[config.mk]
export PLATFORM = sky130hd
export DESIGN_NAME = ifu_fetch_flat
export DESIGN_NICKNAME = d
export VERILOG_FILES = /design/src/rtl/ifu_fetch_pkg.sv /design/src/rtl/ifu_fetch_if.sv /design/src/rtl/ifu_perf_cnt.sv /design/src/rtl/ifu_fetch.sv /design/src/flat_wrapper.sv
export SDC_FILE = /design/constraint.sdc
export NUM_CORES = 1
export LEC_CHECK = 0
export CORE_MARGIN = 5
export CORE_UTILIZATION = 46
export DETAILED_ROUTE_END_ITERATION = 12
export PLACE_DENSITY = 0.84
export SKIP_CTS_REPAIR_TIMING = 1
export SYNTH_ARGS = -nofsm -noshare
export SYNTH_HDL_FRONTEND = slang
export SYNTH_SLANG_ARGS = --single-unit
[constraint.sdc]
create_clock -name clk -period 5.1 [get_ports clk]
set_clock_uncertainty 0.15 [all_clocks]
set_input_delay 0.765 -clock clk [delete_from_list [all_inputs] [get_ports clk]]
set_output_delay 0.765 -clock clk [all_outputs]
set_load 0.05 [all_outputs]
[src/rtl/ifu_fetch_pkg.sv]
// ifu_fetch_pkg: shared types and constants for the instruction fetch stage.
//   ifu_state_e    - fetch FSM state encoding (2-bit)
//   IFU_RESET_PC   - default PC loaded on reset
//   INST_NOP_WORD  - word shown on inst_o before any fetch (addi x0,x0,0)
//   PC_STEP        - sequential PC increment in bytes
package ifu_fetch_pkg;

  typedef enum logic [1:0] {
    S_REQ  = 2'd0,
    S_WAIT = 2'd1,
    S_OUT  = 2'd2
  } ifu_state_e;

  localparam logic [31:0] IFU_RESET_PC  = 32'h8000_0000;
  localparam logic [31:0] INST_NOP_WORD = 32'h0000_0013;
  localparam int unsigned PC_STEP       = 4;

endpackage

[src/rtl/ifu_fetch_if.sv]
// ifu_fetch_if: fetch-stage signal bundle.
//   redirect_*   - next-PC override from branch/jump resolution
//   imem_req_*   - instruction memory read request (valid/ready)
//   imem_resp_*  - instruction memory read response
//   valid_o/ready_i/pc_o/inst_o - handshake toward decode
// Modports: master = fetch unit, slave = surrounding core/memory.
interface ifu_fetch_if #(
  parameter int unsigned ADDR_W = 32,
  parameter int unsigned DATA_W = 32
);
  logic              redirect_valid_i;
  logic [ADDR_W-1:0] redirect_pc_i;
  logic              imem_req_valid_o;
  logic [ADDR_W-1:0] imem_req_addr_o;
  logic              imem_req_ready_i;
  logic              imem_resp_valid_i;
  logic [DATA_W-1:0] imem_resp_data_i;
  logic              valid_o;
  logic              ready_i;
  logic [ADDR_W-1:0] pc_o;
  logic [DATA_W-1:0] inst_o;

  modport master (
    input  redirect_valid_i, redirect_pc_i, imem_req_ready_i,
           imem_resp_valid_i, imem_resp_data_i, ready_i,
    output imem_req_valid_o, imem_req_addr_o, valid_o, pc_o, inst_o
  );

  modport slave (
    output redirect_valid_i, redirect_pc_i, imem_req_ready_i,
           imem_resp_valid_i, imem_resp_data_i, ready_i,
    input  imem_req_valid_o, imem_req_addr_o, valid_o, pc_o, inst_o
  );
endinterface

[src/rtl/ifu_perf_cnt.sv]
// ifu_perf_cnt: fetch-stage performance counters (used when IFU_PERF_EN is defined).
//   clk, rst   - clock, synchronous active-high reset (clears both counters)
//   fetch_inc  - one instruction handed to decode this cycle
//   stall_inc  - fetch waiting on memory this cycle
//   fetch_cnt, stall_cnt - free-running 32-bit counts, wrap at 2^32
module ifu_perf_cnt (
  input  logic        clk,
  input  logic        rst,
  input  logic        fetch_inc,
  input  logic        stall_inc,
  output logic [31:0] fetch_cnt,
  output logic [31:0] stall_cnt
);

  always_ff @(posedge clk) begin
    if (rst) begin
      fetch_cnt <= '0;
      stall_cnt <= '0;
    end else begin
      if (fetch_inc) fetch_cnt <= fetch_cnt + 32'd1;
      if (stall_inc) stall_cnt <= stall_cnt + 32'd1;
    end
  end

endmodule

[src/rtl/ifu_fetch.sv]
// ifu_fetch: NPC instruction fetch stage. Holds the PC, issues one imem read at
// a time, buffers the word and presents {pc, inst} to decode.
//   clk, rst - clock, synchronous active-high reset
//   fif      - ifu_fetch_if.master (redirect, imem request/response, decode handshake)
//   perf_fetch_cnt_o, perf_stall_cnt_o - only when IFU_PERF_EN is defined
// Optional feature macro: IFU_PERF_EN (adds ifu_perf_cnt and the two perf ports).
// Non-pipelined: one instruction every 3 cycles with a zero-wait memory.
module ifu_fetch
  import ifu_fetch_pkg::*;
#(
  parameter int unsigned       ADDR_W   = 32,
  parameter int unsigned       DATA_W   = 32,
  parameter logic [ADDR_W-1:0] RESET_PC = ADDR_W'(IFU_RESET_PC)
) (
  input  logic        clk,
  input  logic        rst,
  ifu_fetch_if.master fif
`ifdef IFU_PERF_EN
  ,
  output logic [31:0] perf_fetch_cnt_o,
  output logic [31:0] perf_stall_cnt_o
`endif
);

  ifu_state_e        state_q, state_d;
  logic [ADDR_W-1:0] pc_q, pc_d;
  logic [DATA_W-1:0] inst_q, inst_d;
  logic              drop_q, drop_d;

  logic              redir, resp;
  logic [ADDR_W-1:0] redir_pc;
  logic              req_vld, req_fire, out_vld, out_fire;

  assign redir    = fif.redirect_valid_i;
  assign redir_pc = fif.redirect_pc_i & ~ADDR_W'(3);
  assign resp     = fif.imem_resp_valid_i;

  // Outputs are pure state decode; rst only forces the quiet reset-cycle view.
  assign req_vld  = !rst && (state_q == S_REQ);
  assign req_fire = req_vld && fif.imem_req_ready_i;
  assign out_vld  = !rst && (state_q == S_OUT);
  assign out_fire = out_vld && fif.ready_i;

  always_comb begin
    state_d = state_q;
    pc_d    = pc_q;
    inst_d  = inst_q;
    drop_d  = drop_q;
    case (state_q)
      S_REQ: begin
        if (req_fire) state_d = S_WAIT;
        // Stale response from a request abandoned by reset: swallow it here.
        if (resp && drop_q) drop_d = 1'b0;
        if (redir) begin
          pc_d = redir_pc;
          // Request already left with the old PC; its data must be discarded.
          if (req_fire) drop_d = 1'b1;
        end
      end
      S_WAIT: begin
        if (resp) begin
          if (drop_q || redir) begin
            state_d = S_REQ;
            drop_d  = 1'b0;
          end else begin
            inst_d  = fif.imem_resp_data_i;
            state_d = S_OUT;
          end
        end
        if (redir) begin
          pc_d = redir_pc;
          if (!resp) drop_d = 1'b1;
        end
      end
      S_OUT: begin
        // Redirect wins over pc+4 even if decode took the word this cycle.
        if (redir) begin
          pc_d    = redir_pc;
          state_d = S_REQ;
        end else if (out_fire) begin
          pc_d    = pc_q + ADDR_W'(PC_STEP);
          state_d = S_REQ;
        end
      end
      default: state_d = S_REQ;
    endcase
  end

  always_ff @(posedge clk) begin
    if (rst) begin
      state_q <= S_REQ;
      pc_q    <= RESET_PC;
      inst_q  <= DATA_W'(INST_NOP_WORD);
      // A request still in flight at reset will answer later; mark it stale.
      drop_q  <= (state_q == S_WAIT) && !resp;
    end else begin
      state_q <= state_d;
      pc_q    <= pc_d;
      inst_q  <= inst_d;
      drop_q  <= drop_d;
    end
  end

  assign fif.imem_req_valid_o = req_vld;
  assign fif.imem_req_addr_o  = pc_q;
  assign fif.valid_o          = out_vld;
  assign fif.pc_o             = rst ? RESET_PC : pc_q;
  assign fif.inst_o           = rst ? DATA_W'(INST_NOP_WORD) : inst_q;

`ifdef IFU_PERF_EN
  logic stall_inc;
  assign stall_inc = !rst && ((state_q == S_REQ) || (state_q == S_WAIT)) && !redir;

  ifu_perf_cnt u_perf (
    .clk       (clk),
    .rst       (rst),
    .fetch_inc (out_fire),
    .stall_inc (stall_inc),
    .fetch_cnt (perf_fetch_cnt_o),
    .stall_cnt (perf_stall_cnt_o)
  );
`endif

endmodule
[src/flat_wrapper.sv]
// flat-port wrapper written by rule: the top's interface ports become plain ports
module ifu_fetch_flat import ifu_fetch_pkg::*;
#(
  parameter int unsigned       ADDR_W   = 32,
  parameter int unsigned       DATA_W   = 32,
  parameter logic [ADDR_W-1:0] RESET_PC = ADDR_W'(IFU_RESET_PC)
)
  (clk, rst, fif_redirect_valid_i, fif_redirect_pc_i, fif_imem_req_ready_i, fif_imem_resp_valid_i, fif_imem_resp_data_i, fif_ready_i, fif_imem_req_valid_o, fif_imem_req_addr_o, fif_valid_o, fif_pc_o, fif_inst_o);
  ifu_fetch_if #(.ADDR_W(ADDR_W), .DATA_W(DATA_W)) fif_i ();
  input  logic clk;
  input  logic rst;
  input wire logic [$bits(fif_i.redirect_valid_i)-1:0] fif_redirect_valid_i;
  input wire logic [$bits(fif_i.redirect_pc_i)-1:0] fif_redirect_pc_i;
  input wire logic [$bits(fif_i.imem_req_ready_i)-1:0] fif_imem_req_ready_i;
  input wire logic [$bits(fif_i.imem_resp_valid_i)-1:0] fif_imem_resp_valid_i;
  input wire logic [$bits(fif_i.imem_resp_data_i)-1:0] fif_imem_resp_data_i;
  input wire logic [$bits(fif_i.ready_i)-1:0] fif_ready_i;
  output wire logic [$bits(fif_i.imem_req_valid_o)-1:0] fif_imem_req_valid_o;
  output wire logic [$bits(fif_i.imem_req_addr_o)-1:0] fif_imem_req_addr_o;
  output wire logic [$bits(fif_i.valid_o)-1:0] fif_valid_o;
  output wire logic [$bits(fif_i.pc_o)-1:0] fif_pc_o;
  output wire logic [$bits(fif_i.inst_o)-1:0] fif_inst_o;
  assign fif_i.redirect_valid_i = fif_redirect_valid_i;
  assign fif_i.redirect_pc_i = fif_redirect_pc_i;
  assign fif_i.imem_req_ready_i = fif_imem_req_ready_i;
  assign fif_i.imem_resp_valid_i = fif_imem_resp_valid_i;
  assign fif_i.imem_resp_data_i = fif_imem_resp_data_i;
  assign fif_i.ready_i = fif_ready_i;
  assign fif_imem_req_valid_o = fif_i.imem_req_valid_o;
  assign fif_imem_req_addr_o = fif_i.imem_req_addr_o;
  assign fif_valid_o = fif_i.valid_o;
  assign fif_pc_o = fif_i.pc_o;
  assign fif_inst_o = fif_i.inst_o;
  ifu_fetch #(.ADDR_W(ADDR_W), .DATA_W(DATA_W), .RESET_PC(RESET_PC)) u_core (.clk(clk), .rst(rst), .fif(fif_i));
endmodule
==> summary.txt <==
Worst setup path
  • Crit path max fanout: approximately 100
  • Kind of critical path: in2out
  • Crit-path cells: buf_4 -> buf_4 -> nor2b_1 -> clkdlybuf4s50_1
  • Most numerous cell on the critical path: buf_4
  • CP endpoint kind: output port
  • Required @ worst endpoint: 4.18 ns
  • Delay-heaviest family, CP: buffers and inverters
  • Max incr delay on CP: approximately 0.73 ns
  • Crit start category: primary input
  • Worst Path Buf+Inv: 3
  • WP data arrival: approximately 2.7 ns
  • Slowest-stage cell, CP: buf_4

STA
  • Final Max Slew Viols: 0
  • F_max: around 0.28 GHz
  • Setup TNS Final: 0 ns
  • Actual slew at the worst max-slew pin: approximately 1.1 ns
  • RSZ-0062 raised after global routing: false
  • Slew headroom: 26.84%
  • Crit path time final: ~3.6 ns
  • Worst setup margin: about 1.5 ns
  • Final critical-path share of the clock period: a little under three quarters
  • Final Hold Viols: 0
  • Setup Viol. Count Final: 0

Die
  • Row count: 33
  • IO Count: between 150 and 200
  • Die X: 100.6 um
  • Full die area: about 10000 um2
  • Die span in y: between 100 and 150 um
  • Core area: ~8100 um2
  • Initial Util: a little under half

Placed design
  • Dpl cells: 753
  • Detailed Place HPWL: between 8000 and 9000 um
  • Placer Congestion: between 0.8 and 0.9
  • Port buffer count: 161
  • Place WS: 1.503 ns

Drt
  • Wire per inst: approximately 15 um
  • DR iter-0 viols: around 240
  • Pre-antenna DRT Iters: 5
  • Drt via density: between 5 and 6
  • DRC violations left: 0
  • Detailed-route wire length: around 12000 um
  • Overall via count from detail_route: between 4000 and 5000
  • Antenna viol nets, final: 0

Yosys
  • Share of synthesized registers carrying an async set or reset: 0%
  • #FFs+latches synth: 65
  • Number of flops mapped to enable cells by yosys: 1
  • Leading cell types by count after synthesis: 100 x nand2_1, 64 x dfxtp_1, 63 x a21oi_1, 51 x nor2b_1, 41 x nor2_1
  • Most frequent cell after synthesis: nand2_1
  • Synth Area per Inst: between 7 and 8 um2
  • Yosys cell types: 63
  • Top-area cell type share of the netlist area: between 30% and 40%
  • Cells after synthesis: ~520
  • Mapped Area: 3772 um2
  • Synth Flop Type: dfxtp_1
  • Synth Warn #: 0
  • Dominant cells by area after synthesis: dfxtp_1 34%, nand2_1 10%, nor2b_1 8.5%, a21oi_1 8.4%, nor2_1 4.1%
  • Yosys top cell by area: dfxtp_1
  • Post-synthesis sequential area ratio: between 30% and 40%

Power and ir drop
  • Power per Cell Area: 226.3 nW/um2
  • IR drop worst, VDD: approximately 0.13 mV
  • P_leak: between 2 and 2.5 nW
  • Total power: roughly 0.0013 W

Clocking
  • Deepest clock path buffer count: 2
  • TritonCTS clock tree: built
  • Clk_lat worst skew: 0.33 ns
  • CTS Sinks: between 60 and 70
  • H-tree depth: 3
  • Clock buffer count from CTS: 9
  • Clk slew on worst S/H paths: roughly 0.070 ns
  • Root Driver: clkbuf_8

Status
  • Run status: completed

Layout
  • Ratio of cells with drive above 1 in the final layout: 6.175%
  • Synthesis-to-layout area growth: 47.16%
  • Antenna Cells: 0
  • Finished Layout Cells: 769
  • Fin nets: 730

Flow run
  • # Max-Cap Violations: 0

Global routing
  • Grt total ovfl: 0
  • Maximum number of pins on one net before global-route repair: ~110
  • Vias in the first global route: ~4000
  • GRT Overall Usage: 22.70%
  • First-pass GRT wire length: about 19000 um
  • Initial antenna violation count: 0

Worst hold path
  • HP Class: reg2reg
## tightest hold or removal path, stage by stage (launching register included)
cell,delay (ns)
dfxtp_1,0.31
nand2_1,0.05
a21oi_1,0.05
## where the power goes
part	internal, W	switching, W	leakage, nW	total [W]
Clock	0.000188	0.000199	0.0934	0.000387
Combinational	0.000126	0.000181	1.40	0.000307
Sequential	0.000531	0.0000310	0.535	0.000562
## kinds of logic (layout without fill, tap and decap cells)
| family | count (synthesis) | in the layout | synth area share (%) |
|---|---|---|---|
| and+or+nand+nor | 274 | 274 | 37.48 |
| other | 1 | 4 | 0.09941 |
| xor gates and xnor gates | 1 | 1 | 0.2322 |
| AOI/OAI and AO/OA | 122 | 122 | 19.37 |
| DFF | 65 | 65 | 34.76 |
| buffers and inverters | 52 | 192 | 6.368 |
| muxes | 5 | 5 | 1.360 |
| adders and majority gates | 1 | 1 | 0.3316 |
## cell usage in the layout (no fill, tap or decap), types with 9 or more instances in the layout
master / instances
nor2b_1: 51
clkdlybuf4s50_1: 160
nand2_1: 100
nor2_1: 41
nor3_1: 9
clkbuf_8: 10
o21ai_0: 16
nand4_1: 9
a21oi_1: 63
dfxtp_1: 64
nand3_1: 15
## per-stage QoR
stage / hold slack (ns) / instance area (um2) / utilization, %
after floorplan: 0.2800 / 3784 / -
after global placement: 0.2870 / 5380 / 66.48
after detailed placement: 0.2917 / 5380 / 66.48
after CTS: 0.3015 / 5552 / 68.60
after global routing: 0.3158 / 5552 / 68.60
final: 0.3002 / 5552 / 68.60
## flip-flops by register name, summed over array words and instances, names as in the netlist
register	cells
u_core.fif.imem_req_addr_o	30
u_core.state_q	2
u_core.drop_q	1
u_core.inst_q	32
## path summary, 6_finish.rpt
kind	from	endpoint	slack, ns	depth (start not counted)
worst max-delay path	rst	fif_inst_o[2]	1.48	4
worst min-delay path	u_core.inst_q[24]	u_core.inst_q[24]	0.30	2
worst max register to register	u_core.state_q[0]	u_core.fif.imem_req_addr_o[21]	2.62	6
worst min register to register	u_core.inst_q[24]	u_core.inst_q[24]	0.30	2
## final cells by class
type / count / area [um2]
clock buffers: 11 / 141.4
clock inverters: 5 / 30.03
fillers: 704 / 2541
inverters: 8 / 30.03
multi-input cells: 407 / 2246
flip-flops and latches: 65 / 1311
well taps: 105 / 131.4
repair buffers: 168 / 1662
## routing by layer
| layer | up-vias | track usage [%] | routed length, um |
|---|---|---|---|
| met2 | 188 | 38.89 | 5645 |
| li1 | 2064 | - | - |
| met5 | - | 0 | 0 |
| met4 | 0 | 9.637 | 279 |
| met3 | 23 | 6.021 | 1069 |
| met1 | 1902 | 26.70 | 4713 |
(Power assumes the default switching activity.)
